### config.mk
export PLATFORM = sky130hd
export DESIGN_NAME = demux_1to4_reg_flat
export DESIGN_NICKNAME = d
export VERILOG_FILES = /design/src/rtl/demux_1to4_reg_if.sv /design/src/rtl/demux_1to4_reg.sv /design/src/flat_wrapper.sv
export SDC_FILE = /design/constraint.sdc
export NUM_CORES = 1
export LEC_CHECK = 0
export CORE_ASPECT_RATIO = 0.9
export CORE_MARGIN = 4
export CORE_UTILIZATION = 46
export CTS_BUF_LIST = sky130_fd_sc_hd__clkbuf_8 sky130_fd_sc_hd__clkbuf_16
export DETAILED_ROUTE_END_ITERATION = 16
export GPL_ROUTABILITY_DRIVEN = 0
export HOLD_SLACK_MARGIN = 0.15
export PLACE_DENSITY = 0.88
export SYNTH_ARGS = -nofsm -noshare
export SYNTH_HDL_FRONTEND = slang
export SYNTH_SLANG_ARGS = --single-unit
### constraint.sdc
create_clock -name clk_i -period 5.2 [get_ports clk_i]
set_input_delay 0.52 -clock clk_i [delete_from_list [all_inputs] [get_ports clk_i]]
set_output_delay 0.52 -clock clk_i [all_outputs]
set_load 0.005 [all_outputs]
### src/rtl/demux_1to4_reg_if.sv
// Bus bundle for demux_1to4_reg: one producer-side stream plus four
// consumer-side channels, each with payload, valid, ready and an 8-bit
// accepted-word counter.
interface demux_1to4_reg_if #(
  parameter int size = 32
) ();
  // producer side
  logic [size-1:0] data_i;
  logic [1:0]      select_i;
  logic            valid_i;
  logic            ready_o;
  // consumer side, one set per channel
  logic [size-1:0] data0_o, data1_o, data2_o, data3_o;
  logic            valid0_o, valid1_o, valid2_o, valid3_o;
  logic            ready0_i, ready1_i, ready2_i, ready3_i;
  logic [7:0]      cnt0_o, cnt1_o, cnt2_o, cnt3_o;

  // environment view: drives producer data and consumer readies
  modport master (
    output data_i, select_i, valid_i,
    output ready0_i, ready1_i, ready2_i, ready3_i,
    input  ready_o,
    input  data0_o, data1_o, data2_o, data3_o,
    input  valid0_o, valid1_o, valid2_o, valid3_o,
    input  cnt0_o, cnt1_o, cnt2_o, cnt3_o
  );

  // demux view
  modport slave (
    input  data_i, select_i, valid_i,
    input  ready0_i, ready1_i, ready2_i, ready3_i,
    output ready_o,
    output data0_o, data1_o, data2_o, data3_o,
    output valid0_o, valid1_o, valid2_o, valid3_o,
    output cnt0_o, cnt1_o, cnt2_o, cnt3_o
  );
endinterface

### src/rtl/demux_1to4_reg.sv
// Registered 1-to-4 demultiplexer with valid/ready handshake.
// Each output channel owns a one-entry holding register, so a stalled
// consumer only blocks words addressed to its own channel. ready_o is
// pass-through: a full channel whose consumer is ready can drain and
// reload in the same cycle.
// Optional feature macro: DEMUX_1TO4_CNT_EN enables saturating 8-bit
// per-channel accepted-word counters; without it cnt*_o are tied to zero.
module demux_1to4_reg #(
  parameter int size = 32
) (
  input  logic             clk_i,
  input  logic             rst_i,
  demux_1to4_reg_if.slave  bus
);

  logic [size-1:0] data_r [4];
  logic [3:0]      valid_r;
  logic [3:0]      cons_ready_s;
  logic [3:0]      drain_s;
  logic [3:0]      acc_ch_s;
  logic            sel_ready_s;
  logic            acc_s;

  assign cons_ready_s = {bus.ready3_i, bus.ready2_i, bus.ready1_i, bus.ready0_i};
  assign drain_s      = valid_r & cons_ready_s;

  // Upstream ready: selected channel is empty or is being drained this cycle
  always_comb begin
    sel_ready_s = 1'b1;
    case (bus.select_i)
      2'd0:    sel_ready_s = ~valid_r[0] | cons_ready_s[0];
      2'd1:    sel_ready_s = ~valid_r[1] | cons_ready_s[1];
      2'd2:    sel_ready_s = ~valid_r[2] | cons_ready_s[2];
      2'd3:    sel_ready_s = ~valid_r[3] | cons_ready_s[3];
      default: sel_ready_s = 1'b1;
    endcase
  end

  assign acc_s = bus.valid_i & sel_ready_s;

  // One-hot load enable: only the selected channel is written on accept
  always_comb begin
    acc_ch_s = 4'b0000;
    if (acc_s) begin
      acc_ch_s[bus.select_i] = 1'b1;
    end else begin
      acc_ch_s = 4'b0000;
    end
  end

  // Holding registers: load wins over drain so drain+load keeps valid high
  always_ff @(posedge clk_i) begin
    if (rst_i) begin
      valid_r <= 4'b0000;
      for (int k = 0; k < 4; k++) begin
        data_r[k] <= {size{1'b0}};
      end
    end else begin
      for (int k = 0; k < 4; k++) begin
        if (acc_ch_s[k]) begin
          data_r[k]  <= bus.data_i;
          valid_r[k] <= 1'b1;
        end else if (drain_s[k]) begin
          valid_r[k] <= 1'b0;
        end else begin
          valid_r[k] <= valid_r[k];
        end
      end
    end
  end

  assign bus.ready_o  = sel_ready_s;
  assign bus.data0_o  = data_r[0];
  assign bus.data1_o  = data_r[1];
  assign bus.data2_o  = data_r[2];
  assign bus.data3_o  = data_r[3];
  assign bus.valid0_o = valid_r[0];
  assign bus.valid1_o = valid_r[1];
  assign bus.valid2_o = valid_r[2];
  assign bus.valid3_o = valid_r[3];

`ifdef DEMUX_1TO4_CNT_EN
  logic [7:0] cnt_r [4];

  // Accepted-word counters, saturating at 255, cleared only by reset
  always_ff @(posedge clk_i) begin
    if (rst_i) begin
      for (int k = 0; k < 4; k++) begin
        cnt_r[k] <= 8'd0;
      end
    end else begin
      for (int k = 0; k < 4; k++) begin
        if (acc_ch_s[k] && (cnt_r[k] != 8'd255)) begin
          cnt_r[k] <= cnt_r[k] + 8'd1;
        end else begin
          cnt_r[k] <= cnt_r[k];
        end
      end
    end
  end

  assign bus.cnt0_o = cnt_r[0];
  assign bus.cnt1_o = cnt_r[1];
  assign bus.cnt2_o = cnt_r[2];
  assign bus.cnt3_o = cnt_r[3];
`else
  assign bus.cnt0_o = 8'd0;
  assign bus.cnt1_o = 8'd0;
  assign bus.cnt2_o = 8'd0;
  assign bus.cnt3_o = 8'd0;
`endif

endmodule

### src/flat_wrapper.sv
// flat-port wrapper written by rule: the top's interface ports become plain ports
module demux_1to4_reg_flat 
#(
  parameter int size = 32
)
  (clk_i, rst_i, bus_data_i, bus_select_i, bus_valid_i, bus_ready0_i, bus_ready1_i, bus_ready2_i, bus_ready3_i, bus_ready_o, bus_data0_o, bus_data1_o, bus_data2_o, bus_data3_o, bus_valid0_o, bus_valid1_o, bus_valid2_o, bus_valid3_o, bus_cnt0_o, bus_cnt1_o, bus_cnt2_o, bus_cnt3_o);
  demux_1to4_reg_if #(.size(size)) bus_i ();
  input  logic clk_i;
  input  logic rst_i;
  input wire logic [$bits(bus_i.data_i)-1:0] bus_data_i;
  input wire logic [$bits(bus_i.select_i)-1:0] bus_select_i;
  input wire logic [$bits(bus_i.valid_i)-1:0] bus_valid_i;
  input wire logic [$bits(bus_i.ready0_i)-1:0] bus_ready0_i;
  input wire logic [$bits(bus_i.ready1_i)-1:0] bus_ready1_i;
  input wire logic [$bits(bus_i.ready2_i)-1:0] bus_ready2_i;
  input wire logic [$bits(bus_i.ready3_i)-1:0] bus_ready3_i;
  output wire logic [$bits(bus_i.ready_o)-1:0] bus_ready_o;
  output wire logic [$bits(bus_i.data0_o)-1:0] bus_data0_o;
  output wire logic [$bits(bus_i.data1_o)-1:0] bus_data1_o;
  output wire logic [$bits(bus_i.data2_o)-1:0] bus_data2_o;
  output wire logic [$bits(bus_i.data3_o)-1:0] bus_data3_o;
  output wire logic [$bits(bus_i.valid0_o)-1:0] bus_valid0_o;
  output wire logic [$bits(bus_i.valid1_o)-1:0] bus_valid1_o;
  output wire logic [$bits(bus_i.valid2_o)-1:0] bus_valid2_o;
  output wire logic [$bits(bus_i.valid3_o)-1:0] bus_valid3_o;
  output wire logic [$bits(bus_i.cnt0_o)-1:0] bus_cnt0_o;
  output wire logic [$bits(bus_i.cnt1_o)-1:0] bus_cnt1_o;
  output wire logic [$bits(bus_i.cnt2_o)-1:0] bus_cnt2_o;
  output wire logic [$bits(bus_i.cnt3_o)-1:0] bus_cnt3_o;
  assign bus_i.data_i = bus_data_i;
  assign bus_i.select_i = bus_select_i;
  assign bus_i.valid_i = bus_valid_i;
  assign bus_i.ready0_i = bus_ready0_i;
  assign bus_i.ready1_i = bus_ready1_i;
  assign bus_i.ready2_i = bus_ready2_i;
  assign bus_i.ready3_i = bus_ready3_i;
  assign bus_ready_o = bus_i.ready_o;
  assign bus_data0_o = bus_i.data0_o;
  assign bus_data1_o = bus_i.data1_o;
  assign bus_data2_o = bus_i.data2_o;
  assign bus_data3_o = bus_i.data3_o;
  assign bus_valid0_o = bus_i.valid0_o;
  assign bus_valid1_o = bus_i.valid1_o;
  assign bus_valid2_o = bus_i.valid2_o;
  assign bus_valid3_o = bus_i.valid3_o;
  assign bus_cnt0_o = bus_i.cnt0_o;
  assign bus_cnt1_o = bus_i.cnt1_o;
  assign bus_cnt2_o = bus_i.cnt2_o;
  assign bus_cnt3_o = bus_i.cnt3_o;
  demux_1to4_reg #(.size(size)) u_core (.clk_i(clk_i), .rst_i(rst_i), .bus(bus_i));
endmodule
==> results of run 1 <==
[cell type report]
class / count / area [µm²] / area share, %
well taps: 164 / 205.2 / 2.490
multi-input cells: 185 / 1748 / 21.21
clock inverters: 14 / 161.4 / 1.959
repair buffers: 179 / 1769 / 21.47
inverters: 2 / 7.507 / 0.09110
flip-flops and latches: 132 / 3924 / 47.62
clock buffers: 17 / 425.4 / 5.162
[per-layer routing]
metal	track usage [%]	up-vias	wire length, µm
met2	31.79	214	7085
met5	0	-	0
met1	26.08	1867	6011
li1	-	1715	-
met3	5.991	13	1318
met4	3.748	0	116
[registers in the layout, summed over array words and instances, names as in the netlist]
signal / cells
u_core.data_r: 128
u_core.valid_r: 4
[power breakdown]
| group | switching [mW] | internal, mW | total [mW] |
|---|---|---|---|
| combinational | 0.124 | 0.137 | 0.261 |
| clock | 0.439 | 0.748 | 1.19 |
| sequential | 0.0177 | 1.22 | 1.24 |
[logic make-up after synthesis]
logic type	count (synthesis)	share of synthesized area [%]
DFF	132	66.06
other	1	0.06314
and+or+nand+nor	144	24.96
muxes	1	0.3792
buffers and inverters	79	7.710
AOI/OAI and AO/OA	8	0.8215
[critical path, cell delays in order]
cell and delay (ns):
buf_4 0.72, mux4_2 0.60, clkdlybuf4s50_1 0.47
[per-stage QoR]
step                      instances  utilization [%]  total power, mW
after floorplan                 396                -            1.377
after global placement          662            60.33            1.512
after detailed placement        662            60.33            1.520
after CTS                       693            64.95            2.700
after global routing            693            64.95            2.768
final                           693            64.95            2.685
[cells in the final DEF, fill, tap and decap left out]
cell type        Yosys  layout
buf_4               33       7
nand2_1              1       1
clkinvlp_4           0       2
clkinv_1             0       3
nor2b_4              0       4
or3b_2               2       3
edfxtp_1           128     128
o31ai_4              0       1
nor4b_2             27      27
nand3_1              1       1
o41ai_2              0       1
mux4_2               1       1
o21ai_4              0       2
buf_2                6       1
clkinv_2             0       2
nor4bb_1            32      32
inv_1                2       2
clkdlybuf4s50_1      0     171
nand2b_1             4       4
o31ai_1              2       1
nor4b_1             66      66
nor4b_4              3       3
a21oi_1              3       3
conb_1               1      32
clkinv_4             0       2
inv_6                0       2
dfxtp_1              4       4
bufinv_16            0       3
nand3b_1             3       3
clkbuf_16            0      17
[worst paths after layout]
path,start,end,slack [ns],cells after the start
max,bus_select_i[1],bus_ready_o,2.35,3
min reg2reg,u_core.valid_r[0],u_core.valid_r[0],0.54,2
min,u_core.valid_r[0],u_core.valid_r[0],0.54,2
max reg2reg,u_core.valid_r[0],u_core.data_r[0][19],3.15,4
==> impl_metrics.env, run 1 <==
export IMPL_status="completed"
export IMPL_drc=0
export IMPL_synth_ff_type="edfxtp_1"
export IMPL_peakVddDrop_uv=297.6
export IMPL_cts_reportedPaths_clkPinSlew_ns=0.05
export IMPL_post_route_period_util_pct=54.84
export IMPL_wl_um=14530
export IMPL_cts_tree="built"
export IMPL_maxCapViolations=0
export IMPL_clk_latency_ns=0.40
export IMPL_timing_hold_ws_ns=0.5408
export IMPL_cp_end_kind="output port"
export IMPL_final_nets=558
export IMPL_fillers=889
export IMPL_synth_cells=365
export IMPL_arrival_ns=2.33
export IMPL_slew_headroom_pct=20.35
export IMPL_via_per_inst=5.496
export IMPL_required_ns=4.68
export IMPL_wl_per_cell_um=20.97
export IMPL_clk_path_buf_depth=2
export IMPL_ys_warn_count=0
export IMPL_fmax_mhz=350.7
export IMPL_ctsHtreeMaxLevel=4
export IMPL_vias=3809
export IMPL_antenna_left=0
export IMPL_dieArea_um2=14800
export IMPL_start_util_pct=46.81
export IMPL_synth_top_area_cell="edfxtp_1"
export IMPL_ios=206
export IMPL_pre_cts_slack_ns=2.195
export IMPL_crit_fanout=72
export IMPL_hold_buffers=0
export IMPL_final_hold_violation_count=0
export IMPL_cts_sinks=132
export IMPL_setup_viol=0
export IMPL_syn_area_um2=5939
export IMPL_yosysSeqAreaShare_pct=66.06
export IMPL_power_leakage_nw=2.767
export IMPL_tightest_slew_ns=1.195
export IMPL_layout_drive_gt1_share_pct=14.74
export IMPL_power_density_nw_per_um2=325.9
export IMPL_antennaDiodeCount=0
export IMPL_rsz0062_at_grt="false"
export IMPL_synth_top_area_share_pct=64.71
export IMPL_synth_cell_types=25
export IMPL_yosysMostFrequentCell="edfxtp_1"
export IMPL_drtPass1Iterations=7
export IMPL_dpl_instance_area_um2=7654
export IMPL_criticalPathCategory="in -> out"
export IMPL_root_buffer="clkbuf_16"
export IMPL_synth_top_cells_by_count="edfxtp_1 (128), nor4b_1 (66), buf_4 (33)"
export IMPL_drtIter0Drc=319
export IMPL_grt_pass1_wl_um=21850
export IMPL_layout_setup_ws_ns=2.349
export IMPL_core_um2=12690
export IMPL_avgSynthCellArea_um2=16.27
export IMPL_post_cts_buffers=0
export IMPL_antenna_found_initial=0
export IMPL_tns_ns=0
export IMPL_period_minus_slack_ns=2.851
export IMPL_grt_ovfl_total=0
export IMPL_numCtsBuffers=17
export IMPL_grt_max_degree=73
export IMPL_first_global_vias=3784
export IMPL_slew_viol_final=0
export IMPL_synth_edf_count=128
export IMPL_die_x_um=127.8
export IMPL_grt_usage_pct=19.44
export IMPL_die_h_um=115.8
export IMPL_io_buffers=173
export IMPL_cts_resized=0
export IMPL_syn_to_final_growth_pct=38.74
export IMPL_async_flop_share_pct=0
export IMPL_dpl_hpwl_um=9330
export IMPL_ys_top_cells_by_area="edfxtp_1 (65%), nor4b_1 (9.7%), nor4b_2 (6.8%)"
export IMPL_hp_class="reg -> reg"
export IMPL_rows=39
export IMPL_worstSetupStartpointType="primary input"
export IMPL_fin_skew_ns=0.005572
export IMPL_stdcell_area_um2=8240
export IMPL_synth_seq_cells=132
Power figures use the tool's default switching activity.
==> run 2, diff against run 1 <==
CORE_UTILIZATION = 41   (was 46)
PLACE_DENSITY = 0.84   (was 0.88)
clock period = 2.6 ns   (was 5.2 ns; I/O delays follow)
==> run 2 against run 1 <==
Net effect: via count is 3.3% higher; clock skew is 0.0013 ns lower; flip-flop and latch count stayed put; critical path depth is 1 higher; first-iteration DRC count is 2.5% higher; combinational power is 110% higher; core utilization is 5.9 points lower; clock-buffer cell count stayed put; hold slack worse by 0.24 ns; clock power is 82% higher.
==> impl_metrics.env, run 2 (synthesized netlist as in run 1, its figures left out) <==
export IMPL_slew_headroom_pct=26.28
export IMPL_maxCapViolations=0
export IMPL_crit_family="buffers and inverters"
export IMPL_vias=3934
export IMPL_layout_setup_ws_ns=0.4087
export IMPL_via_per_inst=5.360
export IMPL_fmax_mhz=456.4
export IMPL_wl_um=15460
export IMPL_r2r_end="u_core.data_r[1][16]"
export IMPL_grt_max_degree=65
export IMPL_top_register="u_core.data_r"
export IMPL_slew_viol_final=0
export IMPL_syn_to_final_growth_pct=40.30
export IMPL_ios=206
export IMPL_wl_per_cell_um=21.06
export IMPL_min_path_cells=3
export IMPL_grt_usage_pct=18.86
export IMPL_holdCritStartpoint="bus_select_i[0]"
export IMPL_cts_reportedPaths_clkPinSlew_ns=0.05
export IMPL_final_nets=572
export IMPL_clk_latency_ns=0.41
export IMPL_core_um2=14110
export IMPL_cts_sinks=132
export IMPL_cts_tree="built"
export IMPL_first_global_vias=3882
export IMPL_die_x_um=134.9
export IMPL_dieArea_um2=16480
export IMPL_numCtsBuffers=17
export IMPL_cp_end_kind="output port"
export IMPL_status="completed"
export IMPL_top_regs="u_core.data_r: 128 flops, u_core.valid_r: 4 flops"
export IMPL_die_h_um=122.2
export IMPL_setup_viol=0
export IMPL_arrival_ns=1.93
export IMPL_drtPass1Iterations=4
export IMPL_drtIter0Drc=327
export IMPL_ctsHtreeMaxLevel=4
export IMPL_final_hold_violation_count=0
export IMPL_io_buffers=173
export IMPL_period_minus_slack_ns=2.191
export IMPL_final_cell_mix="clkdlybuf4s50_1 (171), edfxtp_1 (128), nor4b_1 (66)"
export IMPL_peakVddDrop_uv=499.9
export IMPL_reg2reg_setup_slack_ns=0.77
export IMPL_max_stage_delay_ns=0.54
export IMPL_rows=41
export IMPL_antenna_found_initial=0
export IMPL_fin_util_pct=59.07
export IMPL_required_ns=2.34
export IMPL_layout_drive_gt1_share_pct=15.34
export IMPL_antennaDiodeCount=0
export IMPL_criticalPathCategory="in -> out"
export IMPL_rsz0062_at_grt="false"
export IMPL_dpl_hpwl_um=10540
export IMPL_pre_cts_slack_ns=0.3404
export IMPL_largest_reg_flops=128
export IMPL_tns_ns=0
export IMPL_layout_cells_most_common="clkdlybuf4s50_1"
export IMPL_path_buf_inv=3
export IMPL_antenna_left=0
export IMPL_clk_path_buf_depth=2
export IMPL_worstReg2RegStart="u_core.valid_r[1]"
export IMPL_grt_ovfl_total=0
export IMPL_root_buffer="clkbuf_16"
export IMPL_crit_chain="dlygate4sd3_1 -> buf_4 -> mux4_2 -> clkdlybuf4s50_1"
export IMPL_power_leakage_nw=2.815
export IMPL_fin_skew_ns=0.004313
export IMPL_tightest_slew_ns=1.102
export IMPL_worst_path_max_delay_cell="dlygate4sd3_1"
export IMPL_r2r_cells=3
export IMPL_drc=0
export IMPL_total_power_mw=5.181
export IMPL_crit_fanout=5
export IMPL_grt_pass1_wl_um=23340
export IMPL_power_density_nw_per_um2=621.8
export IMPL_hp_class="in -> reg"
export IMPL_worstSetupStartpointType="primary input"
export IMPL_holdPathEnd="u_core.valid_r[0]"
export IMPL_post_cts_buffers=0
export IMPL_start_util_pct=42.10
export IMPL_post_route_period_util_pct=84.28
## run 2: cell types whose count changed in the layout (fill, tap and decap cells not counted), sizes merged
cell         delta
buf            +13
dlygate4sd3     +1
clkinvlp        -2
clkinv          +2
inv             -1
bufinv          -1
## run 2: timing repair
action | 4_1_cts | 5_1_grt
hold buffers | 1 | 0
endpoints found under the hold margin | 1 | 0
gates resized for setup | 0 | 0
## run 2: cell type report
cell class / count / area (µm²)
clock inverters: 12 / 98.84
well taps: 193 / 241.5
fillers: 1065 / 5774
multi-input cells: 185 / 1759
flip-flops and latches: 132 / 3924
repair buffers: 193 / 1877
clock buffers: 17 / 425.4
inverters: 2 / 7.507
## run 2: stage by stage
stage	cell area, µm²	hold WS (ns)	std cells
after global placement	7799	0.5028	704
after detailed placement	7799	0.5238	704
after floorplan	6096	0.3291	396
final	8333	0.2986	734
after global routing	8333	0.3372	734
after CTS	8333	0.2834	734
## run 2: worst register-to-register path: cells and delay by family (launching register included)
family / cells / cell delay, ns
compound gates: 1 / 0.12
flops: 1 / 0.37
simple gates: 1 / 0.78
buf+inv: 1 / 0.27
## run 2: how the worst max path moves through the flow
stage                                  from                    to  slack (ns)  cells after the start
after floorplan           u_core.valid_r[0]   u_core.data_r[0][0]        0.26                      4
after global placement          bus_valid_i  u_core.data_r[3][17]        0.46                      3
after detailed placement        bus_valid_i  u_core.data_r[3][15]        0.34                      3
after CTS                   bus_select_i[1]           bus_ready_o        0.44                      4
after global routing        bus_select_i[1]           bus_ready_o        0.37                      4
final                       bus_select_i[1]           bus_ready_o        0.41                      4
## run 2: metal layers
layer	global-route usage, %	share of wire, %	vias to the layer above
met5	0	0	-
met1	23.69	40	1972
met4	5.344	0.78	0
li1	-	-	1741
met3	6.482	9.3	13
met2	31.19	50	208
## run 2: power by group
part           total [mW]  leakage [nW]  internal [mW]  switching [mW]
Combinational       0.546          1.15          0.288           0.258
Clock                2.16         0.260           1.36           0.807
Sequential           2.47          1.41           2.44          0.0334
==> run 3, diff against run 2 <==
clock period = 1.8 ns   (was 2.6 ns; I/O delays follow)
==> run 3 against run 2 <==
Net effect: non-clock buffer count up 10; critical path depth down 1; highest routed layer unchanged; setup slack worse by 0.31 ns; critical endpoint unchanged; largest power group unchanged; combinational power up 54%; power up 53%.
==> impl_metrics.env, run 3 (synthesized netlist as in run 1, its figures left out) <==
export IMPL_vias=4046
export IMPL_worstSetupStartpointType="flip-flop"
export IMPL_power_leakage_nw=2.947
export IMPL_grt_ovfl_total=0
export IMPL_final_cell_mix="clkdlybuf4s50_1 (170), edfxtp_1 (128), nor4b_1 (66)"
export IMPL_clk_path_buf_depth=2
export IMPL_rows=41
export IMPL_crit_end="bus_ready_o"
export IMPL_criticalPathCategory="reg -> out"
export IMPL_r2r_cells=3
export IMPL_period_minus_slack_ns=1.704
export IMPL_cts_reportedPaths_clkPinSlew_ns=0.05
export IMPL_drtIter0Drc=369
export IMPL_worst_path_stages=3
export IMPL_slew_headroom_pct=58.16
export IMPL_top_regs="u_core.data_r: 128 flops, u_core.valid_r: 4 flops"
export IMPL_numCtsBuffers=17
export IMPL_fin_skew_ns=0.006491
export IMPL_status="completed"
export IMPL_core_um2=14110
export IMPL_clk_latency_ns=0.41
export IMPL_dieArea_um2=16480
export IMPL_crit_family="multiplexers"
export IMPL_ctsHtreeMaxLevel=4
export IMPL_via_per_inst=5.431
export IMPL_post_route_period_util_pct=94.69
export IMPL_drc=0
export IMPL_crit_fanout=3
export IMPL_hp_class="in -> reg"
export IMPL_die_h_um=122.2
export IMPL_path_buf_inv=1
export IMPL_critPathLaunch="u_core.valid_r[2]"
export IMPL_power_density_nw_per_um2=918.6
export IMPL_dpl_hpwl_um=10470
export IMPL_tns_ns=0
export IMPL_arrival_ns=1.52
export IMPL_wl_per_cell_um=21.12
export IMPL_antenna_left=0
export IMPL_cts_tree="built"
export IMPL_r2r_end="u_core.data_r[0][17]"
export IMPL_maxCapViolations=0
export IMPL_max_stage_delay_ns=0.47
export IMPL_ios=206
export IMPL_slew_viol_final=0
export IMPL_timing_hold_ws_ns=0.2000
export IMPL_io_buffers=173
export IMPL_top_register="u_core.data_r"
export IMPL_die_x_um=134.9
export IMPL_layout_drive_gt1_share_pct=18.48
export IMPL_post_cts_buffers=0
export IMPL_start_util_pct=42.10
export IMPL_rsz0062_at_grt="false"
export IMPL_tightest_slew_ns=0.6277
export IMPL_root_buffer="clkbuf_16"
export IMPL_worst_path_max_delay_cell="mux4_2"
export IMPL_drtPass1Iterations=5
export IMPL_wl_um=15740
export IMPL_final_hold_violation_count=0
export IMPL_holdCritStartpoint="bus_select_i[1]"
export IMPL_peakVddDrop_uv=597.5
export IMPL_grt_usage_pct=18.96
export IMPL_antennaDiodeCount=0
export IMPL_grt_max_degree=65
export IMPL_fmax_mhz=586.7
export IMPL_reg2reg_setup_slack_ns=0.38
export IMPL_worstReg2RegStart="u_core.valid_r[0]"
export IMPL_required_ns=1.62
export IMPL_final_nets=582
export IMPL_syn_to_final_growth_pct=44.93
export IMPL_setup_viol=0
export IMPL_cts_sinks=132
export IMPL_antenna_found_initial=0
export IMPL_largest_reg_flops=128
export IMPL_first_global_vias=4023
export IMPL_layout_cells_most_common="clkdlybuf4s50_1"
export IMPL_cp_end_kind="output port"
export IMPL_crit_chain="nand2b_1 -> mux4_2 -> clkdlybuf4s15_1"
export IMPL_grt_pass1_wl_um=23340
-- run 3: cell types whose count changed in the layout (fill, tap and decap cells not counted), sizes merged --
cell | before | now
inv | 3 | 4
clkinv | 9 | 6
buf | 21 | 31
clkinvlp | 0 | 1
clkdlybuf4s15 | 0 | 1
clkdlybuf4s50 | 171 | 170
bufinv | 2 | 4
-- run 3: metrics by stage --
stage,instance area [µm²],power [mW],util [%],cells,setup WS [ns]
2_1_floorplan,6135,3.982,-,396,-0.5372
3_3_place_gp,8000,4.441,56.71,714,-0.1034
3_5_place_dp,8000,4.466,56.71,714,-0.1391
4_1_cts,8607,7.973,61.01,745,0.01606
5_1_grt,8608,8.169,61.02,745,0.02996
6_report,8608,7.907,61.02,745,0.09558
-- run 3: how the worst min path moves through the flow --
stage	end	slack (ns)	cells past startpoint
after floorplan	u_core.valid_r[0]	0.25	1
after global placement	u_core.valid_r[3]	0.50	2
after detailed placement	u_core.valid_r[3]	0.51	2
after CTS	u_core.valid_r[0]	0.18	3
after global routing	u_core.valid_r[0]	0.23	3
final	u_core.valid_r[0]	0.20	3
-- run 3: cell type report --
| type | instances | area [µm²] |
|---|---|---|
| fillers | 1027 | 5499 |
| repair buffers | 203 | 2077 |
| clock inverters | 13 | 168.9 |
| clock buffers | 17 | 425.4 |
| well taps | 193 | 241.5 |
| inverters | 2 | 7.507 |
| multi-input cells | 185 | 1759 |
| flip-flops and latches | 132 | 3929 |
-- run 3: power by group --
group / switching, mW / total [mW] / internal, mW
sequential: 0.0477 / 3.57 / 3.52
combinational: 0.387 / 0.840 / 0.453
clock: 1.22 / 3.50 / 2.28
total: 1.66 / 7.91 / 6.25
-- run 3: per-layer routing --
metal  track usage, %  vias up  wire length (µm)  part of all wire [%]
met5                0        -                 0                     0
met4            6.043        0               194                   1.2
met3            6.813       17              1550                   9.9
met2            31.87      237              7845                    50
met1            22.88     2029              6145                    39
li1                 -     1763                 -                     -
-- run 3: repair_timing --
item,CTS,global route
setup endpoints to repair,1,1
endpoints found under the hold margin,1,0
resized for setup,4,1
hold buffers,1,0
-- run 3: tightest hold or removal path: cells and delay by family --
family | cells | cell delay [ns]
AO/OA/AOI/OAI | 1 | 0.06
buffers and inverters | 1 | 0.17
AND/OR/NAND/NOR | 1 | 0.14
